==> src/rtl/mem_port_arbiter.sv <==
// mem_port_arbiter: shares one byte-wide synchronous RAM port between instruction fetch
// (32-bit reads) and memory access (1/2/4-byte loads and stores). Transfers are
// serialized as little-endian bytes; load results are sign/zero-extended.
module mem_port_arbiter #(
    parameter int unsigned ADDR_W      = 32,
    parameter bit          IF_PRIORITY = 1'b0
) (
    input  logic              i_clk,
    input  logic              i_rst,
    input  logic              i_rdy,
    input  logic              i_if_req,
    input  logic [ADDR_W-1:0] i_if_addr,
    output logic              o_if_done,
    output logic [31:0]       o_if_data,
    input  logic              i_ma_req,
    input  logic              i_ma_we,
    input  logic [2:0]        i_ma_width,
    input  logic [ADDR_W-1:0] i_ma_addr,
    input  logic [31:0]       i_ma_wdata,
    output logic              o_ma_done,
    output logic [31:0]       o_ma_rdata,
    input  logic [7:0]        i_mem_din,
    output logic [7:0]        o_mem_dout,
    output logic [ADDR_W-1:0] o_mem_a,
    output logic              o_mem_wr,
    output logic              o_busy
);

    typedef enum logic [1:0] {StIdle, StBusy, StTail, StDone} state_e;

    state_e            r_state;
    state_e            w_state_nxt;
    logic [1:0]        r_cnt;
    logic [1:0]        r_last;     // index of the final byte (N-1)
    logic [1:0]        r_size;     // ma_width[1:0] of the owner, 00 for fetch
    logic              r_own_ma;
    logic              r_we;
    logic              r_zext;
    logic [ADDR_W-1:0] r_base;
    logic [31:0]       r_wdata;
    logic [31:0]       r_buf;
    logic [31:0]       r_if_data;
    logic [31:0]       r_ma_rdata;

    logic              w_start;
    logic              w_grant_ma;
    logic [1:0]        w_cap_idx;
    logic [31:0]       w_word;
    logic [31:0]       w_ext;

    assign w_start    = i_if_req | i_ma_req;
    // MA takes the port unless IF is also asking and IF has priority
    assign w_grant_ma = i_ma_req & (~i_if_req | ~IF_PRIORITY);
    // RAM data lags its address by one cycle, so BUSY stores the previous byte
    assign w_cap_idx  = r_cnt - 2'd1;

    assign o_if_data  = r_if_data;
    assign o_ma_rdata = r_ma_rdata;

    // State register; rdy low freezes the FSM
    always_ff @(posedge i_clk or negedge i_rst) begin
        if (!i_rst) begin
            r_state <= StIdle;
        end else if (i_rdy) begin
            r_state <= w_state_nxt;
        end
    end

    // Next-state logic: IDLE -> BUSY -> (TAIL for loads) -> DONE -> IDLE
    always_comb begin
        w_state_nxt = r_state;
        unique case (r_state)
            StIdle: if (w_start) w_state_nxt = StBusy;
            StBusy: if (r_cnt == r_last) w_state_nxt = r_we ? StDone : StTail;
            StTail: w_state_nxt = StDone;
            StDone: w_state_nxt = StIdle;
            default: w_state_nxt = StIdle;
        endcase
    end

    // Assembled load word: buffered bytes plus the byte arriving in TAIL
    always_comb begin
        w_word = r_buf;
        w_word[{r_last, 3'b000} +: 8] = i_mem_din;
    end

    // Sign/zero extension of byte and half loads
    always_comb begin
        w_ext = w_word;
        unique case (r_size)
            2'b01:   w_ext = r_zext ? {24'd0, w_word[7:0]} : {{24{w_word[7]}}, w_word[7:0]};
            2'b10:   w_ext = r_zext ? {16'd0, w_word[15:0]} : {{16{w_word[15]}}, w_word[15:0]};
            default: w_ext = w_word;
        endcase
    end

    // Request latch, byte counter, load buffer and result registers
    always_ff @(posedge i_clk or negedge i_rst) begin
        if (!i_rst) begin
            r_cnt      <= 2'd0;
            r_last     <= 2'd0;
            r_size     <= 2'd0;
            r_own_ma   <= 1'b0;
            r_we       <= 1'b0;
            r_zext     <= 1'b0;
            r_base     <= '0;
            r_wdata    <= 32'd0;
            r_buf      <= 32'd0;
            r_if_data  <= 32'd0;
            r_ma_rdata <= 32'd0;
        end else if (i_rdy) begin
            unique case (r_state)
                StIdle: begin
                    if (w_start) begin
                        r_cnt    <= 2'd0;
                        r_own_ma <= w_grant_ma;
                        if (w_grant_ma) begin
                            r_base  <= i_ma_addr;
                            r_we    <= i_ma_we;
                            r_zext  <= i_ma_width[2];
                            r_size  <= i_ma_width[1:0];
                            r_wdata <= i_ma_wdata;
                            unique case (i_ma_width[1:0])
                                2'b01:   r_last <= 2'd0;
                                2'b10:   r_last <= 2'd1;
                                default: r_last <= 2'd3;
                            endcase
                        end else begin
                            r_base <= i_if_addr;
                            r_we   <= 1'b0;
                            r_zext <= 1'b0;
                            r_size <= 2'b00;
                            r_last <= 2'd3;
                        end
                    end
                end
                StBusy: begin
                    r_cnt <= r_cnt + 2'd1;
                    if (!r_we && (r_cnt != 2'd0)) begin
                        r_buf[{w_cap_idx, 3'b000} +: 8] <= i_mem_din;
                    end
                end
                StTail: begin
                    if (r_own_ma) r_ma_rdata <= w_ext;
                    else          r_if_data  <= w_word;
                end
                default: ;
            endcase
        end
    end

    // Outputs decoded from state; RAM port is quiet outside BUSY
    always_comb begin
        o_mem_a    = '0;
        o_mem_wr   = 1'b0;
        o_mem_dout = 8'd0;
        o_if_done  = 1'b0;
        o_ma_done  = 1'b0;
        o_busy     = (r_state != StIdle);
        unique case (r_state)
            StBusy: begin
                o_mem_a = r_base + ADDR_W'(r_cnt);
                if (r_we) begin
                    o_mem_wr   = i_rdy;
                    o_mem_dout = r_wdata[{r_cnt, 3'b000} +: 8];
                end
            end
            StDone: begin
                o_if_done = ~r_own_ma;
                o_ma_done = r_own_ma;
            end
            default: ;
        endcase
    end

endmodule

==> config.mk <==
export PLATFORM = sky130hd
export DESIGN_NAME = mem_port_arbiter
export DESIGN_NICKNAME = d
export VERILOG_FILES = /design/src/rtl/mem_port_arbiter.sv
export SDC_FILE = /design/constraint.sdc
export NUM_CORES = 1
export LEC_CHECK = 0
export BUFFER_PORTS_ARGS = -buffer_cell sky130_fd_sc_hd__buf_2
export CORE_UTILIZATION = 45
export DETAILED_ROUTE_END_ITERATION = 8
export HOLD_SLACK_MARGIN = 0.08
export PLACE_DENSITY_LB_ADDON = 0.1
export SLEW_MARGIN = 30
export SYNTH_ARGS = -nofsm -noshare
export SYNTH_HDL_FRONTEND = slang
export SYNTH_SLANG_ARGS = --single-unit
export TNS_END_PERCENT = 30
==> constraint.sdc <==
create_clock -name i_clk -period 3.9 [get_ports i_clk]
set_input_delay 0.195 -clock i_clk [delete_from_list [all_inputs] [get_ports i_clk]]
set_output_delay 0.195 -clock i_clk [all_outputs]
set_load 0.02 [all_outputs]
After elaboration in Yosys (flattened, before gate mapping)

Index checks and enable logic that the tools add are counted.

Shift operators: 5
Equality and inequality tests: 10
Add/sub/neg operators: 5
Mux-type cells: 24
Bitwise gates (word level): 2
$lt $le $gt $ge: 0
Reductions and logical operators: 13
$mul: 0
Divide/modulo/power cells: 0

Operators by type and width:

| kind                   | number |
|---|---|
| $mux 32                | 4 |
| $bwmux 32              | 2 |
| $pmux 32 s2            | 1 |
| $shift 8x7->32 const A | 2 |
| $shiftx 8x7->32        | 2 |
| $add 32x2->32          | 1 |
| $shiftx 32x6->8        | 1 |
| $reduce_and 3->1       | 6 |
| $mux 8                 | 2 |
| $neg 5->7              | 2 |
| $mux 2                 | 5 |
| $eq 2x2->1 const B     | 4 |
| $pmux 2 s2             | 2 |
| $pmux 2 s4             | 1 |
| $mux 1                 | 7 |
| $eq 2x1->1 const B     | 3 |
| $reduce_bool 2->1      | 3 |
| $ne 2x2->1 const B     | 2 |
| $reduce_and 4->1       | 1 |
| $add 2x1->2 const B    | 1 |
| $eq 2x2->1             | 1 |
| $logic_not 2->1        | 1 |
| $sub 2x1->2 const B    | 1 |
| $logic_and 1x1->1      | 1 |
| 3 further kinds        | 3 |

Register bits after elaboration: 171
Output and inout bits: 108
Input bits: 113
Word-level logic and storage cells: 71
RAM bits: 0
ROM bits: 0
Memories: 0
Latch bits: 0

Logic depth before layout (Yosys ltp)

Gate-level depths: netlist (run 1).

Word-level depth: 5
Mapped depth: 9
Depth with buffers taken out: 6

Worst setup path after synthesis (run 1)

Ideal clock, no wire load.

Kind: reg-to-output
From: reg r_cnt[0]
To: out o_mem_a[26]
Buffers on the path: 1
Cell stages (with the launch flop): 7
Required time: 3.705 ns
Data arrival time: 2.216 ns
Path slack: 1.489 ns
Cells stage by stage: dfrtp_1 > ha_1 > fa_1 > and2_1 > nand3_1 > clkbuf_1 > o41ai_1

Cells in the longest elaborated chain, start to end: 2

Ends and longest elaborated chain:

| item                   | line | RTL |
|---|---|---|
| start, declared        | 33   | `logic [1:0] r_cnt;` |
| start signal, assigned | 138  | `r_cnt <= r_cnt + 2'd1;` |
| $add 32x2->32          | 162  | `o_mem_a = r_base + ADDR_W'(r_cnt);` |
| $mux 32                | 160  | `unique case (r_state)` |
| end, declared          | 24   | `output logic [ADDR_W-1:0] o_mem_a,` |

No other way between the ends.

Final worst setup path (run 1)

From: reg r_base[1]
To: out o_mem_a[31]

Cells in the longest elaborated chain, start to end: 2

Ends and longest elaborated chain:

| item                   | line | RTL |
|---|---|---|
| start, declared        | 39   | `logic [ADDR_W-1:0] r_base;` |
| start signal, assigned | 118  | `r_base <= i_ma_addr;` |
| start signal, assigned | 129  | `r_base <= i_if_addr;` |
| $add 32x2->32          | 162  |  |
| $mux 32                | 160  |  |

No other way between the ends.

==> out/metrics.yaml, run 1 <==
timing:
  timing.final.hold_violations: 0
  setup_tns_ns: 0
  slew_headroom: 0.427
  setup_viol: 0
  rsz0062_at_grt: "false"
  tightest_slew_ns: 0.853
  period_minus_slack_ns: 3.22
  fin_skew_ns: 0.00975
  whs_ns: 0.0823
  slew_violations: 0
  fin_crit_sh: 0.826
  fmax_mhz: 311
logic_synthesis:
  netlist_top_cells_area: "dfrtp_1 50%, nand2_1 11%, o21ai_0 5.4%"
  ys_ff_latch: 171
  yosys.cell_types.count: 50
  synth.avg_cell_area_sq_um: 9.35
  ys.flop_type: "dfrtp_1"
  syn_nets: 1054
  async_flop_share: 1.00
  synth_area_leader_cell: "dfrtp_1"
  synth_warnings: 0
  synth-edff-count: 0
  synthSimpleGateAreaFrac: 0.193
  synth-adder-area-share: 0.0314
  syn_inst: 920
  synth_top_area_share: 0.498
  synth_top_family_by_area: "simple AND/OR/NAND/NOR gates"
  synth-compound-area-share: 0.167
  synthMuxAreaShare: 0.0642
  seq_area_frac_synth: 0.498
  synth-xor-area-share: 0.0112
  netlist_area_sq_um: 8600
power_and_ir_drop:
  net-switching-power_mw: 2.92
  p_int_mw: 4.30
  ir_worst_vdd_mv: 0.384
  power_mw: 7.22
  p_seq_frac: 0.393
  powerDensity_nw_per_um2: 642
  total_leakage_power_nw: 5.55
  sw_frac_of_total: 0.405
  p_clk_frac: 0.221
  p_comb_frac: 0.386
global_route:
  grt_start_max_net_pins: 110
  grt_pass1_wl_mm: 37.7
  grt_use_met2: 0.415
  grt-ovfl-total: 0
  grt_pass1_vias: 7392
  use_met3: 0.0530
  grt_antenna_before_repair: 1
  use_met1: 0.311
  grt.total_usage: 0.245
  gr-max-usage-layer: "met2"
clocking:
  cts.sinks: 171
  clock_latency_ns: 0.43
  cts-root-buf: "clkbuf_16"
  cts_made_buffers: 17
  cts_tree: "done"
  clk_pin_slew_worst_paths_ns: 0.07
  htreeDepth: 4
  cts.path.max_buffers: 2
  post_cts_buffers: 0
cells_and_area:
  multiInputGateArea_sq_um: 4020
  drive_gt1_frac: 0.234
  register_area_sq_um: 4280
  area_delta_synth_final_pct: 30.9
  num-fill-cells: 1703
  nNetsFinal: 1329
  antennaDiodeCount: 0
critical_path:
  endpoint_kind: "primary output"
  critPathMaxFanout: 23
  arrival_ns: 3.03
  path_class: "reg -> out"
  cp_cell_sequence: "ha_1 > a21o_1 > nand4_1 > or4_1 > a21oi_1 > buf_2"
  cp-start-kind: "flip-flop"
  max_stage_delay_ns: 0.73
  cp_slowest_cell: "or4_1"
  worst_ep_required_time_ns: 3.70
routing:
  via_count: 7666
  drtPass1Iterations: 5
  routedWlPerCell_um: 16.2
  ant_nets: 0
  drc_errors: 0
  drtIter0Drc: 379
  drt_wl_total_mm: 23.4
  viasPerCell: 5.32
floorplanning:
  floorplan.initialDensity: 0.460
  die-area_sq_um: 19700
  rows: 50
  core_area_sq_um: 18700
  chipHeight_um: 140
  die_x_um: 140
  io-pin-count: 221
flow_run:
  drv_cap: 0
placement:
  hpwl_mm: 15.6
  gp_congestion: 0.801
  io_buffers: 220
hold_path:
  hold_class: "in -> reg"
status:
  status: "complete, no violations"
## final timing paths
check                         startpoint             end  slack (ns)  cells after the start
setup / recovery               r_base[1]     o_mem_a[31]        0.68                      6
hold / removal             i_if_addr[21]      r_base[21]        0.08                      3
setup reg to reg               r_last[0]  o_ma_rdata[22]        1.35                      7
hold reg to reg              r_wdata[22]     r_wdata[22]        0.47                      2
max in group asynchronous          i_rst       r_buf[10]        2.53                      3
min in group asynchronous          i_rst      r_wdata[1]        0.38                      2
## registers in the layout, summed over array words and instances (netlist names)
signal      cells
r_buf          32
r_base         32
o_ma_rdata     32
r_cnt           2
r_own_ma        1
o_if_data      32
r_wdata        32
r_we            1
r_state         2
r_last          2
r_zext          1
r_size          2
## stage by stage
| step | utilization | std cells | area (sq um) | setup WS (ns) |
|---|---|---|---|---|
| after floorplan | - | 920 | 8600 | 1.49 |
| after global placement | 0.529 | 1329 | 9890 | 1.17 |
| after detailed placement | 0.529 | 1329 | 9890 | 1.14 |
| after CTS | 0.602 | 1441 | 11300 | 0.669 |
| after global routing | 0.602 | 1441 | 11300 | 0.468 |
| final | 0.602 | 1441 | 11300 | 0.680 |
## layout make-up
class / instances / area share
Clock inverter: 10 / 0.00734
Clock buffer: 21 / 0.0418
Timing Repair Buffer: 315 / 0.181
Inverter: 20 / 0.00667
Tap cell: 234 / 0.0260
Sequential cell: 171 / 0.380
Multi-Input combinational cell: 670 / 0.357
## timing repair
action / CTS / global route
hold buffers: 81 / 0
resized for setup: 0 / 0
hold endpoints to repair: 123 / 0
## power by group through the flow
stage / clock [mW] / combinational [mW] / sequential, mW
6_report: 1.60 / 2.79 / 2.84
5_1_grt: 1.70 / 3.14 / 2.92
4_1_cts: 1.63 / 2.80 / 2.84
3_5_place_dp: 0 / 2.73 / 2.86
3_3_place_gp: 0 / 2.69 / 2.84
2_1_floorplan: 0 / 1.74 / 2.91
## cell families (layout without fill, tap and decap cells)
| logic type | Yosys count | count (layout) |
|---|---|---|
| simple gates | 363 | 363 |
| compound gates | 230 | 230 |
| flops | 171 | 171 |
| buf+inv | 79 | 366 |
| mux | 45 | 45 |
| fa+ha+maj | 21 | 21 |
| xor+xnor | 11 | 11 |
## worst max-delay path: cells and delay by family (launching register included)
family / cells / cell delay, ns
DFF: 1 / 0.41
buffers and inverters: 1 / 0.18
and+or+nand+nor: 2 / 1.40
AOI/OAI and AO/OA: 2 / 0.30
adders and majority gates: 1 / 0.29
## synth_stat cells (2+ instances only)
cell type	instances
nand4_1	7
mux4_2	8
o41ai_1	3
o311ai_0	3
or3_1	3
mux2i_1	36
nand2_1	249
o21a_1	7
buf_1	4
nand3_1	11
o211ai_1	2
a31oi_1	2
nor4_1	2
o21bai_1	9
o221ai_1	15
o21ai_0	93
clkbuf_1	52
and3_1	12
nor2b_1	19
a21oi_1	35
nor4bb_1	2
xor2_1	10
a22oi_1	16
and4_1	3
ha_1	20
and2_1	5
or2_2	2
and4b_1	2
o31ai_1	37
nand2b_1	14
inv_1	19
a22o_1	4
or4_1	13
buf_2	3
nor2_1	13
dfrtp_1	171
## routing by layer
metal / vias to the layer above / wire length, um
met2: 202 / 11600
met4: 2 / 448
met3: 32 / 1120
met1: 3648 / 10200
li1: 3782 / -
met5: - / 13
## placed cells by master, fill, tap and decap left out, types with 5 or more instances in the layout
cell type and instances:
xor2_1 10, inv_1 19, buf_4 13, mux4_2 8
dfrtp_1 171, and2_1 5, nand2_1 249, o21bai_1 9
o221ai_1 15, clkbuf_16 17, a21oi_1 35, nor2_1 13
o21a_1 7, o21ai_0 93, nand2b_1 14, buf_2 219
and3_1 12, nor2b_1 19, mux2i_1 36, nand4_1 7
a22oi_1 16, o31ai_1 37, ha_1 20, dlygate4sd3_1 81
nand3_1 11, or4_1 13
Note: power is estimated with default switching activity, not from simulation.
==> run 2: changes to the inputs <==
==> constraint.sdc (replaced) <==
create_clock -name i_clk -period 3.2 [get_ports i_clk]
set_input_delay 0.16 -clock i_clk [delete_from_list [all_inputs] [get_ports i_clk]]
set_output_delay 0.16 -clock i_clk [all_outputs]
set_load 0.02 [all_outputs]
==> out/metrics.yaml, run 2 (synthesis gave the netlist of run 1 again) <==
global_route:
  grt-ovfl-total: 0
  grt_start_max_net_pins: 75
  grt_antenna_before_repair: 3
  grt_use_met2: 0.447
  gr-max-usage-layer: "met2"
  grt_pass1_vias: 7748
  grt.total_usage: 0.254
  use_met1: 0.314
  grt_pass1_wl_mm: 39.3
  use_met3: 0.0482
critical_path:
  max_stage_delay_ns: 0.61
  path_class: "reg -> out"
  endpoint_kind: "primary output"
  cp-start-kind: "flip-flop"
  cp_slowest_cell: "or4_1"
  arrival_ns: 2.72
  worst_ep_required_time_ns: 3.04
  cp_cell_sequence: "ha_1 > fa_1 > and2_1 > nand3_2 > or4_1 > a21oi_1 > buf_2"
  critPathMaxFanout: 18
placement:
  dpl-instance-area_sq_um: 9940
  hpwl_mm: 15.9
  io_buffers: 220
  gp_congestion: 0.782
cells_and_area:
  layout_commonest_cell: "nand2_1"
  fin_area_sq_um: 11600
  nNetsFinal: 1358
  area_delta_synth_final_pct: 34.9
  drive_gt1_frac: 0.232
  layout_common_cells: "249 x nand2_1, 219 x buf_2, 171 x dfrtp_1"
power_and_ir_drop:
  p_comb_frac: 0.385
  powerDensity_nw_per_um2: 778
  net-switching-power_mw: 3.64
  p_clk_frac: 0.232
  p_int_mw: 5.39
  total_leakage_power_nw: 5.70
  ir_worst_vdd_mv: 0.484
  power_mw: 9.02
  sw_frac_of_total: 0.403
  p_seq_frac: 0.383
timing:
  tightest_slew_ns: 0.794
  fin_skew_ns: 0.00845
  timing.final.hold_violations: 0
  period_minus_slack_ns: 2.88
  slew_headroom: 0.471
  rsz0062_at_grt: "false"
  slew_violations: 0
  fin_crit_sh: 0.900
  setup_viol: 0
  fmax_mhz: 347
  setup_tns_ns: 0
floorplanning:
  io-pin-count: 221
  floorplan.initialDensity: 0.460
  die_x_um: 140
  die-area_sq_um: 19700
  rows: 50
  chipHeight_um: 140
  core_area_sq_um: 18700
hold_path:
  hold_class: "in -> reg"
clocking:
  clk_pin_slew_worst_paths_ns: 0.07
  clock_latency_ns: 0.43
  cts_made_buffers: 17
  cts_tree: "done"
  cts.path.max_buffers: 2
  cts-root-buf: "clkbuf_16"
  cts.sinks: 171
  htreeDepth: 4
flow_run:
  drv_cap: 0
routing:
  drtIter0Drc: 313
  drt_wl_total_mm: 24.0
  drtPass1Iterations: 4
  drc_errors: 0
  via_count: 7729
  routedWlPerCell_um: 16.3
  viasPerCell: 5.25
  ant_nets: 0
status:
  status: "complete, no violations"
run 2: changes by cell type in the layout (fill, tap and decap cells not counted), moves of 2 or more:
cell           before  now
buf_12              1    3
bufinv_16           0    2
clkbuf_8            3    0
clkinv_2            1    3
clkinv_4            4    0
diode_2             0    2
dlygate4sd3_1      81  106
inv_6               4    7
inv_8               0    2
run 2: path summary, 6_finish.rpt:
path                              start             end  slack [ns]  depth (start not counted)
setup / recovery               r_cnt[0]     o_mem_a[14]        0.32                          7
hold / removal             i_mem_din[4]        r_buf[4]        0.09                          3
setup reg to reg              r_last[0]  o_ma_rdata[17]        0.71                          7
hold reg to reg               r_buf[20]       r_buf[20]        0.47                          2
max in group asynchronous         i_rst      r_base[15]        2.03                          3
min in group asynchronous         i_rst   o_if_data[29]        0.32                          2
run 2: layout make-up:
cell class | instances | area, sq um
diodes | 2 | 5.00
inverters | 20 | 75.1
repair buffers | 343 | 2330
multi-input cells | 671 | 4030
clock buffers | 17 | 425
clock inverters | 14 | 159
fillers | 1642 | 7110
well taps | 234 | 293
flip-flops and latches | 171 | 4280
run 2: through the flow:
| stage | std cells | util | setup slack (ns) | hold WS (ns) |
|---|---|---|---|---|
| floorplan | 920 | - | 0.824 | -0.136 |
| global placement | 1332 | 0.531 | 0.563 | 0.236 |
| detailed placement | 1332 | 0.531 | 0.528 | 0.232 |
| CTS | 1469 | 0.619 | 0.0584 | 0.0822 |
| global route | 1472 | 0.620 | 0.108 | 0.0853 |
| finish | 1472 | 0.620 | 0.319 | 0.0876 |
run 2: repair_timing:
item | 4_1_cts | 5_1_grt
setup buffers | 0 | 0
resized for setup | 0 | 1
endpoints found under the hold margin | 147 | 0
endpoints found under the setup margin | 0 | 16
hold buffers | 106 | 0
run 2: worst max-delay path: cells and delay by family, from the launching register on:
kind                     cells  cell delay (ns)
AND/OR/NAND/NOR              3             1.19
AO/OA/AOI/OAI                1             0.17
adder cells (fa/ha/maj)      2             0.39
flip-flops                   1             0.35
buffers and inverters        1             0.19
run 2: power groups by stage:
stage,clock [mW],sequential [mW],combinational (mW)
finish,2.09,3.46,3.48
global route,2.22,3.56,3.88
CTS,2.13,3.45,3.49
detailed placement,0,3.48,3.36
global placement,0,3.47,3.31
floorplan,0,3.55,2.12
run 2: per-layer routing:
| layer | wire length (um) | vias to the layer above |
|---|---|---|
| met3 | 1030 | 27 |
| met4 | 343 | 2 |
| met2 | 12400 | 208 |
| met1 | 10200 | 3663 |
| li1 | - | 3829 |
| met5 | 13 | - |
